**src/rtl/lcd_pkg.sv**
```systemverilog
// Shared constants, state types and step-decode helpers for the HD44780 text controller.
package lcd_pkg;

   localparam logic [7:0] CMD_FUNC  = 8'h38;
   localparam logic [7:0] CMD_DISP  = 8'h0C;
   localparam logic [7:0] CMD_CLEAR = 8'h01;
   localparam logic [7:0] CMD_ENTRY = 8'h06;
   localparam logic [7:0] CMD_LINE1 = 8'h80;
   localparam logic [7:0] CMD_LINE2 = 8'hC0;

   localparam logic [5:0] STEP_CLEAR     = 6'd2;
   localparam logic [5:0] STEP_INIT_LAST = 6'd3;
   localparam logic [5:0] STEP_WRAP      = 6'd4;
   localparam logic [5:0] STEP_LAST      = 6'd37;

   typedef enum logic [2:0] {BwIdle, BwLoad, BwSetup, BwPulse, BwWait} bw_state_e;
   typedef enum logic {TopPwrup, TopSeq} top_state_e;

   // Steps 5-20 carry line 1 characters, 22-37 line 2 characters.
   function automatic logic step_is_data(logic [5:0] s);
      return ((s >= 6'd5) && (s <= 6'd20)) || (s >= 6'd22);
   endfunction

   function automatic logic [4:0] step_rom_addr(logic [5:0] s);
      return 5'((s <= 6'd20) ? (s - 6'd5) : (s - 6'd6));
   endfunction

   function automatic logic [7:0] step_cmd(logic [5:0] s);
      case (s)
         6'd0:    return CMD_FUNC;
         6'd1:    return CMD_DISP;
         6'd2:    return CMD_CLEAR;
         6'd3:    return CMD_ENTRY;
         6'd4:    return CMD_LINE1;
         6'd21:   return CMD_LINE2;
         default: return 8'h00;
      endcase
   endfunction

endpackage

```
**src/rtl/lcd_text_ctrl_if.sv**
```systemverilog
// Text-ROM address/data pair plus the character-LCD pin bundle.
interface lcd_text_ctrl_if;
   logic [4:0] rom_addr;
   logic [7:0] rom_data;
   logic [7:0] lcd_data;
   logic       lcd_rs;
   logic       lcd_rw;
   logic       lcd_en;
   logic       lcd_on;
   logic       lcd_blon;

   modport master (
      output rom_addr,
      input  rom_data,
      output lcd_data, lcd_rs, lcd_rw, lcd_en, lcd_on, lcd_blon
   );

   modport slave (
      input  rom_addr,
      output rom_data,
      input  lcd_data, lcd_rs, lcd_rw, lcd_en, lcd_on, lcd_blon
   );
endinterface

```
**src/rtl/lcd_byte_writer.sv**
```systemverilog
// One LCD write: LOAD, SETUP, enable PULSE, then a fixed post-write WAIT; done pulses on the last
// WAIT cycle and a start in that cycle chains straight into the next LOAD.
module lcd_byte_writer
   import lcd_pkg::*;
#(
   parameter int unsigned T_EN    = 1,
   parameter int unsigned T_SHORT = 50,
   parameter int unsigned T_LONG  = 2000
) (
   input  logic       clk,
   input  logic       reset,
   input  logic       start_i,
   input  logic       rs_i,
   input  logic [7:0] byte_i,
   input  logic       long_wait_i,
   output logic       done_o,
   output logic [7:0] lcd_data_o,
   output logic       lcd_rs_o,
   output logic       lcd_en_o
);

   localparam int unsigned MaxT = (T_LONG > T_SHORT) ? T_LONG : T_SHORT;
   localparam int unsigned CntW = $clog2(((MaxT > T_EN) ? MaxT : T_EN) + 1);

   bw_state_e        state_q, state_d;
   logic [CntW-1:0]  cnt_q, cnt_d;
   logic [7:0]       data_q, data_d;
   logic             rs_q, rs_d;
   logic             long_q, long_d;
   logic             en_q, en_d;
   logic [CntW-1:0]  wait_lim;

   assign wait_lim = long_q ? CntW'(T_LONG - 1) : CntW'(T_SHORT - 1);

   always_comb begin
      state_d = state_q;
      cnt_d   = cnt_q + CntW'(1);
      data_d  = data_q;
      rs_d    = rs_q;
      long_d  = long_q;
      done_o  = 1'b0;
      unique case (state_q)
         BwIdle: begin
            cnt_d = '0;
            if (start_i) state_d = BwLoad;
         end
         BwLoad: begin
            // Byte is captured here so it stays frozen through SETUP, PULSE and WAIT.
            cnt_d   = '0;
            data_d  = byte_i;
            rs_d    = rs_i;
            long_d  = long_wait_i;
            state_d = BwSetup;
         end
         BwSetup: begin
            if (cnt_q == CntW'(T_EN - 1)) begin
               cnt_d   = '0;
               state_d = BwPulse;
            end
         end
         BwPulse: begin
            if (cnt_q == CntW'(T_EN - 1)) begin
               cnt_d   = '0;
               state_d = BwWait;
            end
         end
         BwWait: begin
            if (cnt_q == wait_lim) begin
               done_o  = 1'b1;
               cnt_d   = '0;
               state_d = start_i ? BwLoad : BwIdle;
            end
         end
         default: state_d = BwIdle;
      endcase
      en_d = (state_d == BwPulse);
   end

   always_ff @(posedge clk) begin
      if (reset) begin
         state_q <= BwIdle;
         cnt_q   <= '0;
         data_q  <= 8'h00;
         rs_q    <= 1'b0;
         long_q  <= 1'b0;
         en_q    <= 1'b0;
      end else begin
         state_q <= state_d;
         cnt_q   <= cnt_d;
         data_q  <= data_d;
         rs_q    <= rs_d;
         long_q  <= long_d;
         en_q    <= en_d;
      end
   end

   assign lcd_data_o = data_q;
   assign lcd_rs_o   = rs_q;
   assign lcd_en_o   = en_q;

endmodule

```
**src/rtl/lcd_text_ctrl.sv**
```systemverilog
// 16x2 character LCD controller: power-up wait, four init commands, then endless rewriting of
// both lines from the combinational text ROM.
module lcd_text_ctrl
   import lcd_pkg::*;
#(
   parameter int unsigned CLK_FREQ = 50_000_000,
   parameter int unsigned T_PWRUP  = CLK_FREQ / 50,
   parameter int unsigned T_EN     = (CLK_FREQ / 1_000_000 == 0) ? 1 : CLK_FREQ / 1_000_000,
   parameter int unsigned T_SHORT  = CLK_FREQ / 20_000,
   parameter int unsigned T_LONG   = CLK_FREQ / 500
) (
   input  logic            clk,
   input  logic            reset,
   lcd_text_ctrl_if.master bus,
   output logic            init_done,
   output logic            frame_pulse
);

   localparam int unsigned PwrW = $clog2(T_PWRUP + 1);

   top_state_e      state_q, state_d;
   logic [PwrW-1:0] pwr_cnt_q, pwr_cnt_d;
   logic [5:0]      step_q, step_d;
   logic [4:0]      rom_addr_q, rom_addr_d;
   logic            init_done_q, init_done_d;
   logic            frame_q, frame_d;
   logic            wr_start, wr_done, wr_rs, wr_long;
   logic [7:0]      wr_byte;

   always_comb begin
      state_d     = state_q;
      pwr_cnt_d   = pwr_cnt_q;
      step_d      = step_q;
      rom_addr_d  = rom_addr_q;
      init_done_d = init_done_q;
      frame_d     = 1'b0;
      wr_start    = 1'b0;
      unique case (state_q)
         TopPwrup: begin
            if (pwr_cnt_q == PwrW'(T_PWRUP - 1)) begin
               state_d  = TopSeq;
               step_d   = 6'd0;
               wr_start = 1'b1;
            end else begin
               pwr_cnt_d = pwr_cnt_q + PwrW'(1);
            end
         end
         TopSeq: begin
            // Flags are registered, so they appear alongside the following LOAD cycle.
            if (wr_done) begin
               wr_start = 1'b1;
               if (step_q == STEP_INIT_LAST) init_done_d = 1'b1;
               if (step_q == STEP_LAST) begin
                  step_d  = STEP_WRAP;
                  frame_d = 1'b1;
               end else begin
                  step_d = step_q + 6'd1;
               end
            end
         end
         default: state_d = TopPwrup;
      endcase
      if (wr_start && step_is_data(step_d)) rom_addr_d = step_rom_addr(step_d);
   end

   always_ff @(posedge clk) begin
      if (reset) begin
         state_q     <= TopPwrup;
         pwr_cnt_q   <= '0;
         step_q      <= 6'd0;
         rom_addr_q  <= 5'd0;
         init_done_q <= 1'b0;
         frame_q     <= 1'b0;
      end else begin
         state_q     <= state_d;
         pwr_cnt_q   <= pwr_cnt_d;
         step_q      <= step_d;
         rom_addr_q  <= rom_addr_d;
         init_done_q <= init_done_d;
         frame_q     <= frame_d;
      end
   end

   assign wr_rs   = step_is_data(step_q);
   assign wr_byte = wr_rs ? bus.rom_data : step_cmd(step_q);
   assign wr_long = (step_q == STEP_CLEAR);

   lcd_byte_writer #(
      .T_EN    (T_EN),
      .T_SHORT (T_SHORT),
      .T_LONG  (T_LONG)
   ) u_writer (
      .clk         (clk),
      .reset       (reset),
      .start_i     (wr_start),
      .rs_i        (wr_rs),
      .byte_i      (wr_byte),
      .long_wait_i (wr_long),
      .done_o      (wr_done),
      .lcd_data_o  (bus.lcd_data),
      .lcd_rs_o    (bus.lcd_rs),
      .lcd_en_o    (bus.lcd_en)
   );

   assign bus.rom_addr = rom_addr_q;
   assign bus.lcd_rw   = 1'b0;
   assign bus.lcd_on   = 1'b1;
   assign bus.lcd_blon = 1'b1;
   assign init_done    = init_done_q;
   assign frame_pulse  = frame_q;

endmodule

```
**src/flat_wrapper.sv**
```systemverilog
// flat-port wrapper written by rule: the top's interface ports become plain ports
module lcd_text_ctrl_flat import lcd_pkg::*;
#(
   parameter int unsigned CLK_FREQ = 50_000_000,
   parameter int unsigned T_PWRUP  = CLK_FREQ / 50,
   parameter int unsigned T_EN     = (CLK_FREQ / 1_000_000 == 0) ? 1 : CLK_FREQ / 1_000_000,
   parameter int unsigned T_SHORT  = CLK_FREQ / 20_000,
   parameter int unsigned T_LONG   = CLK_FREQ / 500
)
  (clk, reset, init_done, frame_pulse, bus_rom_addr, bus_rom_data, bus_lcd_data, bus_lcd_rs, bus_lcd_rw, bus_lcd_en, bus_lcd_on, bus_lcd_blon);
  lcd_text_ctrl_if bus_i ();
  input  logic clk;
  input  logic reset;
  output logic init_done;
  output logic frame_pulse;
  output wire logic [$bits(bus_i.rom_addr)-1:0] bus_rom_addr;
  input wire logic [$bits(bus_i.rom_data)-1:0] bus_rom_data;
  output wire logic [$bits(bus_i.lcd_data)-1:0] bus_lcd_data;
  output wire logic [$bits(bus_i.lcd_rs)-1:0] bus_lcd_rs;
  output wire logic [$bits(bus_i.lcd_rw)-1:0] bus_lcd_rw;
  output wire logic [$bits(bus_i.lcd_en)-1:0] bus_lcd_en;
  output wire logic [$bits(bus_i.lcd_on)-1:0] bus_lcd_on;
  output wire logic [$bits(bus_i.lcd_blon)-1:0] bus_lcd_blon;
  assign bus_rom_addr = bus_i.rom_addr;
  assign bus_i.rom_data = bus_rom_data;
  assign bus_lcd_data = bus_i.lcd_data;
  assign bus_lcd_rs = bus_i.lcd_rs;
  assign bus_lcd_rw = bus_i.lcd_rw;
  assign bus_lcd_en = bus_i.lcd_en;
  assign bus_lcd_on = bus_i.lcd_on;
  assign bus_lcd_blon = bus_i.lcd_blon;
  lcd_text_ctrl #(.CLK_FREQ(CLK_FREQ), .T_PWRUP(T_PWRUP), .T_EN(T_EN), .T_SHORT(T_SHORT), .T_LONG(T_LONG)) u_core (.clk(clk), .reset(reset), .bus(bus_i), .init_done(init_done), .frame_pulse(frame_pulse));
endmodule
```
**config.mk**
```make
export PLATFORM = sky130hd
export DESIGN_NAME = lcd_text_ctrl_flat
export DESIGN_NICKNAME = d
export VERILOG_FILES = /design/src/rtl/lcd_pkg.sv /design/src/rtl/lcd_text_ctrl_if.sv /design/src/rtl/lcd_byte_writer.sv /design/src/rtl/lcd_text_ctrl.sv /design/src/flat_wrapper.sv
export SDC_FILE = /design/constraint.sdc
export NUM_CORES = 1
export LEC_CHECK = 0
export BUFFER_PORTS_ARGS = -buffer_cell sky130_fd_sc_hd__clkbuf_2
export CAP_MARGIN = 20
export CORE_MARGIN = 2
export CORE_UTILIZATION = 30
export CTS_BUF_LIST = sky130_fd_sc_hd__clkbuf_16
export CTS_CLUSTER_DIAMETER = 100
export DETAILED_ROUTE_END_ITERATION = 16
export PLACE_DENSITY = 0.56
export SYNTH_ARGS = -nofsm -noshare
export SYNTH_HDL_FRONTEND = slang
export SYNTH_SLANG_ARGS = --single-unit
export TNS_END_PERCENT = 30
```
**constraint.sdc**
```tcl
create_clock -name clk -period 11.4 [get_ports clk]
set_input_delay 0.57 -clock clk [delete_from_list [all_inputs] [get_ports clk]]
set_output_delay 0.57 -clock clk [all_outputs]
set_load 0.005 [all_outputs]
```
-- Yosys cells after proc, flatten, opt, wreduce, memory -nomap -nowiden
Index checks and enable logic that the tools add are counted.
- register bits: 65
- bits of input ports: 10
- output and inout port bits: 20
- logic and storage cells: 76
- add/subtract/negate cells: 5
- $lt $le $gt $ge: 6
- eq/ne operators: 14
- mux-type cells: 24
- bitwise gates (word level): 3
- reduce and logical (&&, ||, !) cells: 12
- operator list (kind ; number):
    17-bit two-way mux ; 3
    17-bit case mux with 3 select lines ; 1
    8-bit case mux with 6 select lines ; 1
    20-bit by 1-bit adder with 20-bit output (second input constant) ; 1
    20-bit == test (second input constant) ; 1
    6-bit two-way mux ; 3
    17-bit by 1-bit adder with 17-bit output (second input constant) ; 1
    17-bit == test ; 1
    17-bit by 6-bit == test with 1-bit output (second input constant) ; 1
    3-bit case mux with 5 select lines ; 1
    6-bit by 2-bit == test with 1-bit output (second input constant) ; 2
    6-bit by 3-bit >= comparator with 1-bit output (second input constant) ; 2
    6-bit by 5-bit >= comparator with 1-bit output (second input constant) ; 2
    6-bit by 5-bit <= comparator with 1-bit output (second input constant) ; 2
    3-bit two-way mux ; 4
    6-bit case mux with 2 select lines ; 1
    5-bit by 3-bit subtractor with 5-bit output (second input constant) ; 2
    3-bit by 2-bit == test with 1-bit output (second input constant) ; 3
    8-bit two-way mux ; 1
    1-bit two-way mux ; 7
    6-bit by 1-bit adder with 6-bit output (second input constant) ; 1
    6-bit by 1-bit == test with 1-bit output (second input constant) ; 1
    6-bit by 3-bit == test with 1-bit output (second input constant) ; 1
    6-bit by 5-bit == test with 1-bit output (second input constant) ; 1
    14 further kinds ; 20

-- Logic depth before layout (Yosys ltp)
Gate-level depths: netlist (run 1).
- depth after elaboration: 10
- depth in mapped cells: 15
- mapped depth without buffers: 15

-- Cells and area by module
From an unflattened synthesis (run 1), not the netlist that was laid out.
- cells, all modules: 414
- area total of the unflattened synthesis: 3677.3 µm²
- modules (own cells, without submodules) (module ; times used ; cells each ; area each (µm²) ; sequential area each (µm²)):
    lcd_text_ctrl ; 1 ; 257 ; 2153.3 ; 680.7
    lcd_byte_writer ; 1 ; 157 ; 1524.0 ; 620.6

-- Worst setup path before layout (run 1)
Ideal clock, no wire load.
- path kind: reg-to-reg
- from: register u_core.u_writer.cnt_q[9]
- to: register u_core.rom_addr_q[2] (netlist: u_core.bus.rom_addr[2])
- setup time: 123 ps
- arrival: 3526 ps
- required time: 11277 ps
- path slack: 7751 ps
- cell stages (with the launch flop): 15
- path buffers: 1
- clock period less this slack: 3649 ps
- path through: dfxtp_1 -> buf_6 -> nor4_4 -> nand4_4 -> a2111oi_2 -> mux2i_1 -> nor2_2 -> ha_1 -> nor2b_1 -> a32o_2 -> a211oi_4 -> a41oi_2 -> or3_1 -> a21oi_1 -> nor3_2
- word-level cells in the longest chain between the ends: 9
- elaborated cells between the ends (all ways): 16
- those cells by class: add/sub (2); order compare (3); eq/ne (1); mux (7); reduce/logical (3)
- ends and longest elaborated chain (item ; line ; text):
    from (decl) ; lcd_byte_writer.sv:26 ; logic [CntW-1:0] cnt_q, cnt_d;
    from (signal assigned) ; lcd_byte_writer.sv:89 ; cnt_q <= cnt_d;
    17-bit == test (*) ; lcd_byte_writer.sv:68 ; if (cnt_q == wait_lim) begin
    1-bit two-way mux (*) ; lcd_byte_writer.sv:68 ;
    1-bit two-way mux (*) ; lcd_byte_writer.sv:42 ; unique case (state_q)
    6-bit two-way mux (*) ; lcd_text_ctrl.sv:50 ; if (wr_done) begin
    6-bit case mux with 2 select lines (*) ; lcd_text_ctrl.sv:38 ; unique case (state_q)
    via u_core.step_d[2] ; lcd_text_ctrl.sv:23 ; logic [5:0] step_q, step_d;
    6-bit by 3-bit >= comparator with 1-bit output or 6-bit by 5-bit <= comparator with 1-bit output (tied branches) ; lcd_pkg.sv:21, lcd_pkg.sv:25 ;
    1-bit logical AND ; lcd_pkg.sv:21 ; return ((s >= 6'd5) && (s <= 6'd20)) || (s >= 6'd22);
    1-bit logical OR ; lcd_pkg.sv:21 ;
    1-bit logical AND ; lcd_text_ctrl.sv:63 ; if (wr_start && step_is_data(step_d)) rom_addr_d = step_rom_addr(step_d);
    to (signal assigned) ; lcd_text_ctrl.sv:78 ; rom_addr_q <= rom_addr_d;
    to (decl) ; lcd_text_ctrl.sv:24 ; logic [4:0] rom_addr_q, rom_addr_d;
The timed path passes the listed nets; every way through them passes the cells marked *.
A chain may end at the register's enable or synchronous reset.

-- Worst setup path in the final report (run 1)
- from: register u_core.u_writer.cnt_q[12]
- to: register u_core.rom_addr_q[0] (netlist: u_core.bus.rom_addr[0])
- word-level cells in the longest chain between the ends: 9
- elaborated cells between the ends (all ways): 16
- those cells by class: add/sub (2); order compare (3); eq/ne (1); mux (7); reduce/logical (3)
- ends and longest elaborated chain (item ; line):
    17-bit == test (*) ; lcd_byte_writer.sv:68
    1-bit two-way mux (*) ; lcd_byte_writer.sv:68
    1-bit two-way mux (*) ; lcd_byte_writer.sv:42
    6-bit two-way mux ; lcd_text_ctrl.sv:50
    6-bit case mux with 2 select lines ; lcd_text_ctrl.sv:38
    6-bit by 3-bit >= comparator with 1-bit output or 6-bit by 5-bit <= comparator with 1-bit output (tied branches) ; lcd_pkg.sv:21, lcd_pkg.sv:25
    1-bit logical AND ; lcd_pkg.sv:21
    1-bit logical OR ; lcd_pkg.sv:21
    1-bit logical AND ; lcd_text_ctrl.sv:63
Every way passes the cells marked *; elsewhere a longest branch is shown, timed or not.

==> summary.md, run 1 <==
| Metric | Value |
|---|---|
| Vias | 2,920 |
| Worst hold path type | reg -> reg |
| Worst-skew pair later-pin latency | 330 ps |
| Setup_tns | 0 ps |
| Die area | 12,900 um^2 |
| Final Util | 0.355 |
| Number of cells after detailed placement | 567 |
| Initial antenna violation count | 0 |
| Fill count | 1,188 |
| Maximum fanout along the worst path | 8 |
| CP peak stage delay | 660 ps |
| Gate power share | 0.014 |
| CP required | 11,600 ps |
| Final setup vio count | 0 |
| Max cap viols | 0 |
| Clock transition at path regs | 60 ps |
| Crit Path Class | reg -> reg |
| Xor/xnor share of the synthesized area | 0.0902 |
| Critical Path Sink Type | flop |
| GRT Overall Usage | 0.131 |
| Top FF cell, synth | dfxtp_1 |
| Multi-input logic area | 2150 um^2 |
| Adder-cell share of the synthesized area | 0.0453 |
| Post-Syn Instances | 414 |
| FF+latch area | 1300 um^2 |
| Post-synth top area cell | dfxtp_1 |
| Mux cell area share after synthesis | 0.0153 |
| Yosys cell types | 78 |
| WL final | 7820 um |
| Post-Syn Area per Cell | 8.68 um^2 |
| Part of the power in registers | 0.451 |
| Top-area cell type share of the netlist area | 0.362 |
| Worst slew pin tran | 984 ps |
| GRT overflow | 0 |
| Max-slew violation count | 0 |
| TritonCTS clock tree | yes |
| DRC errors left | 0 |
| Critical path's slowest cell | a211oi_2 |
| Hpwl dp | 5690 um |
| CP bufs+invs | 0 |
| CTS resizes | 0 |
| Dpl ws | 7370 ps |
| Sequential area share after synthesis | 0.362 |
| Detailed Routing Iterations Pass 1 | 4 |
| Hold_buf cts | 0 |
| H-tree depth | 3 |
| Layout Cells excl Fill | 584 |
| Data arrival, critical path | 4290 ps |
| Placer Congestion | 0.812 |
| Placement Rows | 39 |
| Post-Synth Simple-Gate Area | 0.292 |
| Inserted Diodes | 0 |
| Synth area leaders | dfxtp_1 (36%), nor2_1 (7.2%), xor2_1 (6.1%), ha_1 (4.5%), xnor2_1 (2.9%) |
| Avg WL per Cell | 13.4 um |
| Most frequent cell after synthesis | nor2_1 |
| PD cells | 124 nW/um^2 |
| CP delay by family, top | compound AO/OA/AOI/OAI gates |
| Synthesis-to-finish area growth | 14.4% |
| Buffers on Ports | 26 |
| Post-synth top cells | nor2_1 (69), dfxtp_1 (65), nand2_1 (27) |
| Leakage power | 1.53 nW |
| Final min period | 4090 ps |
| DR vias/cell | 5.00 |
| Share of cells above drive strength 1 | 0.168 |
| Largest family of logic cells by synthesized area | simple AND/OR/NAND/NOR gates |
| Final ANT Viol Nets | 0 |
| Count of nets after finishing | 459 |
| Internal power | 0.400 mW |
| RSZ-0062 raised after global routing | false |
| Initial core utilization | 0.311 |
| Async set or reset register ratio after synthesis | 0 |
| First-pass GRT wire length | 13,800 um |
| Status | finished, final reports clean |
| Final Skew | 5.52 ps |
| IO Count | 30 |
| Sw Share | 0.214 |
| Critical Path Start Type | flop |
| DR iter-0 viols | 142 |
| Final hold violations | 0 |
| Number of synthesized flops with an enable pin | 0 |
| Die span in y | 113 um |
| TritonCTS Sinks | 65 |
| Compound-Gate Fraction of Synth Area | 0.152 |
| Fin worst setup slack | 7310 ps |
| Vias in the first global route | 2,942 |
| Buffer depth of the longest clock path | 2 |
| Die width | 113 um |
| Period utilization | 0.359 |
| Setup Fix Bufs, Post-CTS | 0 |
| Fmax | 245 MHz |
| #FFs+latches synth | 65 |
| Sw Pwr | 0.109 mW |
| Clk pwr share | 0.536 |
| CTS buffer count | 9 |
| Cell breakdown of the critical path | nor3_1 > nand4b_1 > a211oi_2 > a31oi_2 > ha_1 > nor2b_1 > a32o_2 > a211oi_4 > a41oi_2 > o31ai_2 > or3_1 > a21oi_1 |
| Root buffer cell | clkbuf_16 |
| Core ar. | 11,600 um^2 |
| Slew Limit Headroom | 0.338 |
| Warnings, synthesis | 0 |
| Peak supply drop | 0.0000629 V |
| Mapped Area | 3590 um^2 |
| Largest net degree at the start of global routing | 41 |
## worst paths after layout
check	to	slack (ps)	from	cells past startpoint
worst max-delay path	u_core.bus.rom_addr[0]	7310	u_core.u_writer.cnt_q[12]	12
worst min-delay path	u_core.bus.rom_addr[0]	460	u_core.bus.rom_addr[0]	2
worst max register to register	u_core.bus.rom_addr[0]	7310	u_core.u_writer.cnt_q[12]	12
worst min register to register	u_core.bus.rom_addr[0]	460	u_core.bus.rom_addr[0]	2
## state kept, by name, indices dropped and copies added, names as in the netlist, 3 cells and up
name,flops
u_core.step_q,6
u_core.u_writer.cnt_q,17
u_core.u_writer.state_q,3
u_core.u_writer.lcd_data_o,8
u_core.bus.rom_addr,5
u_core.pwr_cnt_q,20
## kinds of logic after synthesis
logic type                 Yosys count
adders and majority gates           13
muxes                                5
xor gates and xnor gates            37
and+or+nand+nor                    195
AOI/OAI and AO/OA                   68
other                                2
buffers and inverters               29
DFF                                 65
## worst reg2reg max path, stage by stage, from the launching register on
cell	delay, ps
dfxtp_1	330
nor3_1	320
nand4b_1	350
a211oi_2	660
a31oi_2	310
ha_1	300
nor2b_1	150
a32o_2	300
a211oi_4	340
a41oi_2	190
o31ai_2	470
or3_1	180
a21oi_1	60
## routing by layer
metal | part of all wire | up-vias | GRT usage
met5 | 0 | - | 0
met4 | 0.015 | 0 | 0.0463
met3 | 0.024 | 14 | 0.0319
met2 | 0.48 | 35 | 0.220
met1 | 0.48 | 1370 | 0.164
li1 | - | 1501 | -
## cell usage in the layout (no fill, tap or decap), types with 3 or more instances in the layout
cell type / instances
nor4_1: 5
nor3_1: 15
conb_1: 3
or3_1: 3
xnor2_1: 12
nor3b_1: 3
inv_1: 10
xor2_1: 25
ha_1: 13
nor2_1: 69
a21oi_1: 15
and3_1: 10
nand3_1: 20
o21ai_0: 12
dfxtp_1: 65
and2_1: 3
a31oi_1: 5
clkbuf_2: 26
nand2_1: 27
mux2i_1: 4
clkbuf_16: 9
nor2b_1: 5
nor4b_1: 3
nand4_1: 7
## stage by stage
stage                     hold WS [ps]  area, um^2  power (mW)
after floorplan                    441        3600       0.239
after global placement             450        3810       0.241
after detailed placement           454        3810       0.241
after CTS                          460        4100       0.517
after global routing               469        4110       0.526
final                              462        4110       0.509
## power groups by stage
| stage | Clock, mW | Combinational (mW) | Sequential, mW |
|---|---|---|---|
| floorplan | 0 | 0.00488 | 0.234 |
| global placement | 0 | 0.00696 | 0.234 |
| detailed placement | 0 | 0.00719 | 0.234 |
| CTS | 0.280 | 0.00723 | 0.229 |
| global route | 0.289 | 0.00794 | 0.229 |
| finish | 0.272 | 0.00707 | 0.229 |
## area by class of cell
class                           instances  share of cell area
Clock inverter                          7              0.0167
Multi-Input combinational cell        321               0.522
Timing Repair Buffer                   29              0.0371
Sequential cell                        65               0.317
Tap cell                              143              0.0435
Inverter                               10             0.00913
Clock buffer                            9              0.0548
Power figures use the tool's default switching activity.
==> inputs of run 2 (changes only) <==
--- a/config.mk
+++ b/config.mk
@@ -12,7 +12,7 @@
 export CTS_BUF_LIST = sky130_fd_sc_hd__clkbuf_16
 export CTS_CLUSTER_DIAMETER = 100
 export DETAILED_ROUTE_END_ITERATION = 16
-export PLACE_DENSITY = 0.56
+export PLACE_DENSITY = 0.57
 export SYNTH_ARGS = -nofsm -noshare
 export SYNTH_HDL_FRONTEND = slang
 export SYNTH_SLANG_ARGS = --single-unit
==> constraint.sdc (replaced) <==
create_clock -name clk -period 3.5 [get_ports clk]
set_input_delay 0.175 -clock clk [delete_from_list [all_inputs] [get_ports clk]]
set_output_delay 0.175 -clock clk [all_outputs]
set_load 0.005 [all_outputs]
==> run 2 against run 1 <==
Net effect: worst hold slack got worse by 370 ps; sequential power rose to 3.3 times the previous value; highest routed layer unchanged; clock skew rose by 4.5 ps; critical path depth grew 1; sequential share of layout area decreased by 2.9 points; combinational power grew to 3.3 times the previous value; global-route usage rose by 0.44 points; clock-buffer cell count is the same.
==> summary.md, run 2 (synthesis gave the netlist of run 1 again) <==
| Metric | Value |
|---|---|
| CTS buffer count | 9 (unchanged) |
| Critical Path Start Type | flop (unchanged) |
| Pwr Total | 1.74 mW (was 0.509 mW) |
| Placer Congestion | 0.829 (was 0.812) |
| Initial core utilization | 0.311 (unchanged) |
| CP bufs+invs | 0 (unchanged) |
| Buffers on Ports | 26 (unchanged) |
| Reg2reg path depth | 13 (was 12) |
| Die span in y | 113 um (unchanged) |
| Maximum fanout along the worst path | 5 (was 8) |
| First-pass GRT wire length | 14,100 um (was 13,800 um) |
| WL final | 8400 um (was 7820 um) |
| Most common cell after layout, fill and taps aside | nor2_1 (unchanged) |
| Initial antenna violation count | 0 (unchanged) |
| Die width | 113 um (unchanged) |
| Final setup vio count | 0 (unchanged) |
| CP Launch Point | u_core.u_writer.cnt_q[8] (was u_core.u_writer.cnt_q[12]) |
| Synthesis-to-finish area growth | 26.9% (was 14.4%) |
| Reg2Reg Setup Slack | 80 ps (was 7310 ps) |
| Worst slew pin tran | 937 ps (was 984 ps) |
| TritonCTS Sinks | 65 (unchanged) |
| Core ar. | 11,600 um^2 (unchanged) |
| RSZ-0062 raised after global routing | true (was false) |
| Final instance area | 4560 um^2 (was 4110 um^2) |
| Vias | 3,125 (was 2,920) |
| Detailed Routing Iterations Pass 1 | 4 (unchanged) |
| Cell breakdown of the critical path | and4bb_2 > o2111ai_4 > a2111oi_4 > mux2i_2 > nor2_2 > ha_2 > nor2b_4 > a32o_2 > a211oi_4 > a41oi_2 > or3_4 > a21oi_2 > nor3_2 (was nor3_1 > nand4b_1 > a211oi_2 > a31oi_2 > ha_1 > nor2b_1 > a32o_2 > a211oi_4 > a41oi_2 > o31ai_2 > or3_1 > a21oi_1) |
| Hpwl dp | 6020 um (was 5690 um) |
| CP peak stage delay | 400 ps (was 660 ps) |
| Final ANT Viol Nets | 0 (unchanged) |
| GRT overflow | 0 (unchanged) |
| Die area | 12,900 um^2 (unchanged) |
| Setup_tns | 0 ps (unchanged) |
| Setup crit end | u_core.bus.rom_addr[2] (was u_core.bus.rom_addr[0]) |
| Max reg flops | 20 (unchanged) |
| Avg WL per Cell | 13.4 um (about the same) |
| CP required | 3710 ps (was 11,600 ps) |
| Crit Path Class | reg -> reg (unchanged) |
| Data arrival, critical path | 3640 ps (was 4290 ps) |
| Worst hold path type | in -> reg (was reg -> reg) |
| CP delay by family, top | compound AO/OA/AOI/OAI gates (unchanged) |
| Vias in the first global route | 3,029 (was 2,942) |
| Placement Rows | 39 (unchanged) |
| Peak supply drop | 0.000158 V (was 0.0000629 V) |
| Final hold violations | 0 (unchanged) |
| Buffer depth of the longest clock path | 2 (unchanged) |
| Worst-skew pair later-pin latency | 330 ps (about the same) |
| Critical path's slowest cell | a2111oi_4 (was a211oi_2) |
| Leakage power | 1.76 nW (was 1.53 nW) |
| Final Skew | 10.1 ps (was 5.52 ps) |
| Fmax | 292 MHz (was 245 MHz) |
| Largest net degree at the start of global routing | 26 (was 41) |
| Period utilization | 0.978 (was 0.359) |
| Status | finished, final reports clean (unchanged) |
| Most frequent cells in the layout | nor2_1 (69), dfxtp_1 (59), buf_4 (45) (was nor2_1 (69), dfxtp_1 (65), nand2_1 (27)) |
| Critical R2R Capture | u_core.bus.rom_addr[2] (was u_core.bus.rom_addr[0]) |
| Root buffer cell | clkbuf_16 (unchanged) |
| DR vias/cell | 4.98 (was 5.00) |
| Number of cells after detailed placement | 604 (was 567) |
| Final min period | 3420 ps (was 4090 ps) |
| Share of cells above drive strength 1 | 0.285 (was 0.168) |
| Final Util | 0.394 (was 0.355) |
| Max cap viols | 0 (unchanged) |
| Reg2reg start | u_core.u_writer.cnt_q[8] (was u_core.u_writer.cnt_q[12]) |
| Fill count | 1,147 (was 1,188) |
| Crit. path cell count | 13 (was 12) |
| Critical Path Sink Type | flop (unchanged) |
| H-tree depth | 3 (unchanged) |
| DR iter-0 viols | 112 (was 142) |
| GRT Overall Usage | 0.135 (was 0.131) |
| TritonCTS clock tree | yes (unchanged) |
| DRC errors left | 0 (unchanged) |
| Post-DP Area | 4110 um^2 (was 3810 um^2) |
| Largest Register | u_core.pwr_cnt_q (unchanged) |
| Clock transition at path regs | 60 ps (about the same) |
| IO Count | 30 (unchanged) |
| Inserted Diodes | 0 (unchanged) |
| PD cells | 382 nW/um^2 (was 124 nW/um^2) |
| Slew Limit Headroom | 0.369 (was 0.338) |
| Count of nets after finishing | 502 (was 459) |
| Layout Cells excl Fill | 627 (was 584) |
| Max-slew violation count | 0 (unchanged) |
==> run 2: cell type report <==
| class | instances | area, um^2 | area share |
|---|---|---|---|
| clock inverters | 7 | 93.8 | 0.0206 |
| clock buffers | 9 | 225 | 0.0494 |
| inverters | 10 | 37.5 | 0.00823 |
| multi-input cells | 321 | 2230 | 0.490 |
| well taps | 143 | 179 | 0.0393 |
| flip-flops and latches | 65 | 1310 | 0.288 |
| repair buffers | 72 | 479 | 0.105 |
==> run 2: where the power goes <==
part | switching (mW) | internal (mW)
Combinational | 0.0147 | 0.00843
Sequential | 0.00328 | 0.742
Clock | 0.348 | 0.623
Total | 0.366 | 1.37
==> run 2: worst reg2reg max path, cell delays in order (launching register included) <==
cell	delay, ps
dfxtp_4	360
and4bb_2	340
o2111ai_4	130
a2111oi_4	400
mux2i_2	320
nor2_2	70
ha_2	180
nor2b_4	120
a32o_2	280
a211oi_4	310
a41oi_2	220
or3_4	380
a21oi_2	150
nor3_2	50
==> run 2: timing repair <==
action / CTS / global route
setup endpoints to repair: 0 / 5
hold buffers: 0 / 0
gates resized for setup: 0 / 22
buffers inserted: 0 / 7
==> run 2: routing by layer <==
layer	wire, um	track usage	up-vias
li1	-	-	1587
met1	3910	0.171	1494
met2	4100	0.226	36
met3	273	0.0335	8
met4	115	0.0455	0
met5	0	0	-
==> run 2: worst min path at each step <==
| stage | startpoint | end | slack (ps) | cells past startpoint |
|---|---|---|---|---|
| 2_1_floorplan | reset | u_core.u_writer.state_q[1] | 280 | 1 |
| 4_1_cts | bus_rom_data[4] | u_core.u_writer.lcd_data_o[4] | 80 | 3 |
| 5_1_grt | bus_rom_data[2] | u_core.u_writer.lcd_data_o[2] | 110 | 3 |
| 6_report | bus_rom_data[4] | u_core.u_writer.lcd_data_o[4] | 90 | 3 |
| 3_3_place_gp | bus_rom_data[4] | u_core.u_writer.lcd_data_o[4] | 420 | 3 |
| 3_5_place_dp | bus_rom_data[4] | u_core.u_writer.lcd_data_o[4] | 420 | 3 |
==> run 2: through the flow <==
stage                     hold slack, ps  worst slack [ps]
final                               89.4              75.5
after global routing                 107             -98.0
after CTS                           76.5              27.4
after detailed placement             422              62.3
after global placement               415              98.3
after floorplan                      277             -32.8
